<file path="src/rtl/branch_resolve_unit.sv">
// Branch resolve unit: queues fetch predictions, checks them at resolve,
// drives predictor updates, redirects on mispredict and keeps statistics.
module branch_resolve_unit #(
  parameter int DEPTH = 4,
  parameter int CNT_W = 16
) (
  input  logic             clk_i,
  input  logic             rst_i,
  input  logic             pred_valid_i,
  input  logic [31:0]      pred_pc_i,
  input  logic             pred_taken_i,
  input  logic [31:0]      pred_target_i,
  input  logic             res_valid_i,
  input  logic [31:0]      res_pc_i,
  input  logic             res_taken_i,
  input  logic [31:0]      res_target_i,
  output logic             full_o,
  output logic             redirect_o,
  output logic [31:0]      redirect_pc_o,
  output logic             upd_valid_o,
  output logic [10:0]      upd_index_o,
  output logic             upd_taken_o,
  output logic [31:0]      upd_target_o,
  output logic             sync_err_o,
  output logic [CNT_W-1:0] br_cnt_o,
  output logic [CNT_W-1:0] mis_cnt_o
);

  localparam int PW = $clog2(DEPTH);
  localparam int CW = PW + 1;

  typedef struct packed {
    logic [31:0] pc;
    logic        taken;
    logic [31:0] target;
  } ent_t;

  typedef enum logic {NORMAL, RECOVER} state_t;

  state_t          state_q, state_d;
  ent_t            mem_q [DEPTH];
  logic [PW-1:0]   rd_ptr_q, rd_ptr_d;
  logic [PW-1:0]   wr_ptr_q, wr_ptr_d;
  logic [CW-1:0]   cnt_q, cnt_d;
  logic            redirect_q;
  logic [31:0]     redirect_pc_q;
  logic            upd_valid_q;
  logic [10:0]     upd_index_q;
  logic            upd_taken_q;
  logic [31:0]     upd_target_q;
  logic            sync_err_q;
  logic [CNT_W-1:0] br_cnt_q;
  logic [CNT_W-1:0] mis_cnt_q;

  ent_t head;
  logic empty;
  logic full;
  logic hit;
  logic pred_tk;
  logic mis;
  logic pop;
  logic push;
  logic overflow;
  logic desync;

  assign head  = mem_q[rd_ptr_q];
  assign empty = (cnt_q == '0);
  assign full  = (cnt_q == CW'(DEPTH));
  assign hit   = !empty && (head.pc == res_pc_i);

  // A missing or mismatched head is treated as a not-taken prediction.
  assign pred_tk = hit && head.taken;
  assign mis = res_valid_i &&
               ((pred_tk != res_taken_i) ||
                (res_taken_i && (head.target != res_target_i)));

  assign pop  = res_valid_i && !empty;
  assign push = pred_valid_i && (state_q == NORMAL) && !mis &&
                (!full || pop);

  assign overflow = pred_valid_i && (state_q == NORMAL) &&
                    full && !res_valid_i;
  assign desync   = res_valid_i && !hit;

  always_comb begin
    state_d = state_q;
    unique case (state_q)
      NORMAL:  if (mis) state_d = RECOVER;
      RECOVER: state_d = NORMAL;
      default: state_d = NORMAL;
    endcase
  end

  always_comb begin
    rd_ptr_d = rd_ptr_q;
    wr_ptr_d = wr_ptr_q;
    cnt_d    = cnt_q;
    if (mis) begin
      rd_ptr_d = '0;
      wr_ptr_d = '0;
      cnt_d    = '0;
    end else begin
      if (pop)  rd_ptr_d = rd_ptr_q + PW'(1);
      if (push) wr_ptr_d = wr_ptr_q + PW'(1);
      cnt_d = cnt_q + CW'(push) - CW'(pop);
    end
  end

  always_ff @(posedge clk_i) begin
    if (push) begin
      mem_q[wr_ptr_q] <= '{pc: pred_pc_i,
                           taken: pred_taken_i,
                           target: pred_target_i};
    end
  end

  always_ff @(posedge clk_i or posedge rst_i) begin
    if (rst_i) begin
      state_q       <= NORMAL;
      rd_ptr_q      <= '0;
      wr_ptr_q      <= '0;
      cnt_q         <= '0;
      redirect_q    <= 1'b0;
      redirect_pc_q <= '0;
      upd_valid_q   <= 1'b0;
      upd_index_q   <= '0;
      upd_taken_q   <= 1'b0;
      upd_target_q  <= '0;
      sync_err_q    <= 1'b0;
      br_cnt_q      <= '0;
      mis_cnt_q     <= '0;
    end else begin
      state_q     <= state_d;
      rd_ptr_q    <= rd_ptr_d;
      wr_ptr_q    <= wr_ptr_d;
      cnt_q       <= cnt_d;
      redirect_q  <= mis;
      upd_valid_q <= res_valid_i;
      if (mis) begin
        redirect_pc_q <= res_taken_i ? res_target_i
                                     : res_pc_i + 32'd4;
      end
      if (res_valid_i) begin
        upd_index_q  <= res_pc_i[12:2];
        upd_taken_q  <= res_taken_i;
        upd_target_q <= res_target_i;
        if (br_cnt_q != '1) br_cnt_q <= br_cnt_q + 1'b1;
      end
      if (mis && (mis_cnt_q != '1)) mis_cnt_q <= mis_cnt_q + 1'b1;
      if (overflow || desync) sync_err_q <= 1'b1;
    end
  end

  assign full_o        = full;
  assign redirect_o    = redirect_q;
  assign redirect_pc_o = redirect_pc_q;
  assign upd_valid_o   = upd_valid_q;
  assign upd_index_o   = upd_index_q;
  assign upd_taken_o   = upd_taken_q;
  assign upd_target_o  = upd_target_q;
  assign sync_err_o    = sync_err_q;
  assign br_cnt_o      = br_cnt_q;
  assign mis_cnt_o     = mis_cnt_q;

endmodule

</file>
<file path="config.mk">
export PLATFORM = sky130hd
export DESIGN_NAME = branch_resolve_unit
export DESIGN_NICKNAME = d
export VERILOG_FILES = /design/src/rtl/branch_resolve_unit.sv
export SDC_FILE = /design/constraint.sdc
export NUM_CORES = 1
export LEC_CHECK = 0
export CORE_MARGIN = 8
export CORE_UTILIZATION = 30
export CTS_CLUSTER_DIAMETER = 200
export CTS_CLUSTER_SIZE = 28
export DETAILED_ROUTE_END_ITERATION = 10
export GPL_ROUTABILITY_DRIVEN = 1
export PLACE_DENSITY = 0.47
export SKIP_LAST_GASP = 1
export SLEW_MARGIN = 20
export SYNTH_ARGS = -nofsm -noshare
export SYNTH_HDL_FRONTEND = slang
export SYNTH_SLANG_ARGS = --single-unit
</file>
<file path="constraint.sdc">
create_clock -name clk_i -period 5.87 [get_ports clk_i]
set_input_delay 1.174 -clock clk_i [delete_from_list [all_inputs] [get_ports clk_i]]
set_output_delay 1.174 -clock clk_i [all_outputs]
set_load 0.01 [all_outputs]
</file>
==> reports/summary.md <==
The tools report the endpoint class of the critical path as a flip-flop. The tool flagged a number of max-cap violations equal to 0. For the headroom to the max-slew limit, the log shows 0.3982.

The complex-gate fraction of the synthesized area was 0.03843; the number of nets at the end of the flow was 1,419. In this run, synthesis inferred 260 flip-flops with an integrated enable. The xor/xnor share of the synthesized area was 0.05726; the synthesized area divided by synthesized cell count was 15.74 sq um.

Yosys mapped the design onto 59 distinct sky130hd cell types. Sorting the synthesized cells by area gives the leading types as sky130_fd_sc_hd__edfxtp_1, sky130_fd_sc_hd__dfrtp_1, sky130_fd_sc_hd__mux4_2. The number of clock buffers added by TritonCTS is 17. The congestion estimate from routability-driven global placement came to 0.8233.

The run gives 0.02962 ns as the final clock skew. The slowest library cell on the worst path is sky130_fd_sc_hd__dfrtp_4. The number of cells on the worst reg-to-reg path is 16. The area growth from synthesis to layout is 23.59%. The measured slew at the worst slew-check pin came out at 0.9027 ns. After layout, the worst setup slack is 0.9097 ns. For the worst setup path, the data arrival time is 5.40 ns. The worst stage delay on the critical path came out at 0.89 ns. The clock input transition at the sequential cells of the worst setup and hold paths is 0.12 ns.

The tools report the end of the worst register-to-register path as cnt_q[2]$_DFF_PP0_. Using the TritonRoute via totals, the vias-per-cell ratio works out to 4.814. The logs give 9,546 for the total vias in the final route and 6.958 nW for the leakage dissipation.

The tools report the fraction of met3 tracks used by global routing as 0.02910. The H-tree depth was 1. On the final layout, the worst hold slack is 0.4808 ns. The most crowded layer after global routing is met2. Detailed-placement wirelength estimate: 35,920 um.

The run finished with clean final reports. Traced cell by cell, the critical path runs through buf_4 > mux4_2 > xnor2_1 > o211ai_1 > nor4_1 > nand3_1 > or4_1 > and2_1 > a21oi_1 > o21bai_1 > ha_1 > inv_1 > fa_1 > xor2_1 > xnor2_1 > nor2_1. The launching element type of the critical path was a flip-flop.

For the count of pins over their slew limit, the log shows 0. For this design the ratio of total power to cell area is 345.3 nW/um^2. IR analysis of the VDD net gives a maximum drop of 0.0001676 V. Area share of the largest cell type after synthesis: 0.4815.

The first TritonRoute pass finished after 5 iterations. The die is 248.5 um wide. The number of buffers and inverters on the critical path is 2. Among the stages of the critical path, the cell type that occurs most often is sky130_fd_sc_hd__xnor2_1. The count of standard-cell rows was 85. After routing the design area is 20,040 sq um. In the final timing run, aggregate negative setup slack is 0 ns. The post-route clock period utilization is 0.8450, and the post-synthesis instance total is 1,030. The overall routed net length is 48,710 um, and the post-CTS setup buffer count is 0. The run gives 10,130 as the number of global-route vias before repair.

The final critical path time including I/O delays and setup is 4.960 ns. In the final routed layout, each cell accounts on average for 24.56 um. The logs give 0.5737 ns for the post-placement setup slack and 6.31 ns for the required time of the critical path. The first routing iteration left 603 violations. The first global-routing pass estimated 71,510 um of wire. Counting flops and latches in the post-synthesis netlist gives 379.

The logs give 4 for the number of antenna violations at the first check in global routing and 0 for the detailed-route DRC error count. The tools report the startpoint of the worst setup timing path as rd_ptr_q[0]$_DFFE_PP0P_. After global routing the overflow that remains totals 0. The dominant combinational cell family by area after synthesis was multiplexers. During placement, the flow inserted port buffers numbering 245.

The portion of netlist area occupied by mux cells was 0.1477; the fraction of the mapped netlist area in adder cells was 0.007408. Among cell families on the critical path, the largest total delay comes from simple AND/OR/NAND/NOR gates. The number of failing hold endpoints at the final stage is 0. In this run the most critical hold path is launched from state_q$_DFF_PP0_. The worst hold path stage count works out to 1. sky130_fd_sc_hd__edfxtp_1 takes more of the synthesized area than any other cell.

Worst hold-check path type: flip-flop to flip-flop. The tools report the endpoint with the worst hold slack as state_q$_DFF_PP0_. The met1 track utilization from global routing came out at 0.2117. The detail route stage leaves a number of antenna-violating nets equal to 0.

The startpoint of the worst-slack reg-to-reg timing path was rd_ptr_q[0]$_DFFE_PP0P_. Entering global routing, the biggest net connects 89 pins. The core region is 53,600 sq um. The die boundary height was 248.5 um; the total of hold buffers inserted after clock tree synthesis was 0. The sequential area share after synthesis is 0.6652, and the flop-to-flop setup slack is 0.91 ns. 246 I/O pins were placed.

Setup repair after global routing left no endpoint under its margin. The tools report the netlist area before placement as 16,210 sq um. Yosys printed 0 warnings. After detailed placement, the total cell area comes to 19,550 sq um.

Post-synthesis async set-or-reset flop share: 0.3140. The clock net in this run drives a total of 379 sinks. The simple-gate area share of the yosys netlist was 0.06266.

The logs give 0 for the number of cells upsized or downsized after cts and 0.2016 GHz for the highest achievable clock rate. TritonCTS built the clock tree. The global-route total usage across every layer was 0.1539; the die footprint was 61,740 sq um. Along the worst path, the maximum fanout reaches 42. The run gives 0.55 ns as the latest clock arrival within the worst-skew pair. The most used flip-flop cell after synthesis is sky130_fd_sc_hd__edfxtp_1. The number of nets produced by synthesis is 1,173, and the initial core utilization is 0.3025. For the met2 layer usage reported by global route, the log shows 0.2535. The clock passes through at most 3 buffers. Fraction of final layout cells sized beyond drive strength 1: 0.1407. Setup violations remaining at the end of the flow were counted as 0. The worst setup path is of the flip-flop to flip-flop kind.

The tools report the clock root buffer master as sky130_fd_sc_hd__clkbuf_16.
==> cell families (layout without fill, tap and decap cells) <==
group                    after synthesis  count (layout)
flip-flops                           379             379
AND/OR/NAND/NOR                      200             200
multiplexers                         173             173
XOR/XNOR                             106             106
AO/OA/AOI/OAI                         93              93
buffers and inverters                 70             326
adder cells (fa/ha/maj)                9               9
other                                  0               1
==> layout by cell type, fill, tap and decap left out, types with 11 or more instances in the layout <==
master                            instances
sky130_fd_sc_hd__nand4_1                 22
sky130_fd_sc_hd__a21oi_1                 12
sky130_fd_sc_hd__o21ai_0                 33
sky130_fd_sc_hd__mux2i_1                 48
sky130_fd_sc_hd__nor2_1                  30
sky130_fd_sc_hd__nand3_1                 25
sky130_fd_sc_hd__nand2_1                 61
sky130_fd_sc_hd__dfrtp_1                117
sky130_fd_sc_hd__clkdlybuf4s50_1        243
sky130_fd_sc_hd__inv_1                   26
sky130_fd_sc_hd__mux4_2                  45
sky130_fd_sc_hd__edfxtp_1               260
sky130_fd_sc_hd__buf_4                   19
sky130_fd_sc_hd__xor2_1                  37
sky130_fd_sc_hd__mux2_2                  80
sky130_fd_sc_hd__and3_1                  22
sky130_fd_sc_hd__clkbuf_16               17
sky130_fd_sc_hd__xnor2_1                 69
sky130_fd_sc_hd__clkbuf_1                11
==> final cells by class <==
class | instances | area [sq um]
inverter | 28 | 110.1
timing repair buffer | 269 | 2685
antenna | 1 | 2.502
clock buffer | 28 | 466.7
clock inverter | 1 | 16.27
multi-input combinational | 581 | 5095
tap | 696 | 870.8
sequential | 379 | 10790
fill | 5099 | 33560
==> how the worst max path moves through the flow <==
stage | to | slack, ns | depth (start not counted)
2_1_floorplan | mem_q[0][0]$_DFFE_PP_ | 1.0 | 9
3_3_place_gp | cnt_q[2]$_DFF_PP0_ | 0.59 | 15
3_5_place_dp | cnt_q[2]$_DFF_PP0_ | 0.57 | 15
4_1_cts | cnt_q[2]$_DFF_PP0_ | 0.84 | 16
5_1_grt | cnt_q[2]$_DFF_PP0_ | 0.46 | 16
6_report | cnt_q[2]$_DFF_PP0_ | 0.91 | 16
==> registers in the layout, indices dropped and copies added (netlist names), 3 cells and up <==
| register | cells |
|---|---|
| upd_index_o | 11 |
| redirect_pc_o | 32 |
| mem_q | 260 |
| mis_cnt_o | 16 |
| upd_target_o | 32 |
| br_cnt_o | 16 |
| cnt_q | 3 |
==> synth_stat cells (3+ instances only) <==
cell / instances
sky130_fd_sc_hd__nor4_1: 5
sky130_fd_sc_hd__a31oi_1: 4
sky130_fd_sc_hd__buf_4: 5
sky130_fd_sc_hd__a22oi_1: 3
sky130_fd_sc_hd__and2_1: 8
sky130_fd_sc_hd__o221ai_1: 4
sky130_fd_sc_hd__a221oi_1: 3
sky130_fd_sc_hd__o22a_1: 3
sky130_fd_sc_hd__inv_1: 27
sky130_fd_sc_hd__buf_2: 13
sky130_fd_sc_hd__nand4_1: 22
sky130_fd_sc_hd__o211ai_1: 6
sky130_fd_sc_hd__mux2i_1: 48
sky130_fd_sc_hd__buf_6: 5
sky130_fd_sc_hd__or3_1: 3
sky130_fd_sc_hd__mux4_2: 45
sky130_fd_sc_hd__and3b_1: 4
sky130_fd_sc_hd__dfrtp_1: 119
sky130_fd_sc_hd__xnor2_1: 69
sky130_fd_sc_hd__o21ai_0: 33
sky130_fd_sc_hd__xor2_1: 37
sky130_fd_sc_hd__a222oi_1: 3
sky130_fd_sc_hd__ha_1: 8
sky130_fd_sc_hd__nor2_1: 30
sky130_fd_sc_hd__buf_1: 5
sky130_fd_sc_hd__a21oi_1: 12
sky130_fd_sc_hd__and4_1: 3
sky130_fd_sc_hd__edfxtp_1: 260
sky130_fd_sc_hd__nor3_1: 6
sky130_fd_sc_hd__nand3_1: 25
sky130_fd_sc_hd__and3_1: 22
sky130_fd_sc_hd__nand2_1: 61
sky130_fd_sc_hd__mux2_2: 80
sky130_fd_sc_hd__clkbuf_1: 13
==> layer usage <==
layer,share of wire,up-vias
met1,0.46,4874
met4,0.015,4
met5,0.00055,-
met2,0.47,247
li1,-,4384
met3,0.053,37
==> report_power, final <==
group	switching [W]	total, W	leakage, nW	internal (W)
registers	0.000261	0.00348	3.81	0.00322
logic	0.000995	0.00203	2.92	0.00103
clock network	0.000850	0.00141	0.230	0.000563
==> through the flow <==
stage / utilization / cells / power, W
final: 0.3739 / 1983 / 0.006920
after global routing: 0.3738 / 1982 / 0.007290
after CTS: 0.3738 / 1982 / 0.007049
after detailed placement: 0.3648 / 1953 / 0.005624
after global placement: 0.3648 / 1953 / 0.005617
after floorplan: - / 1030 / 0.004753
No activity file was read; power rests on OpenSTA's default activity.
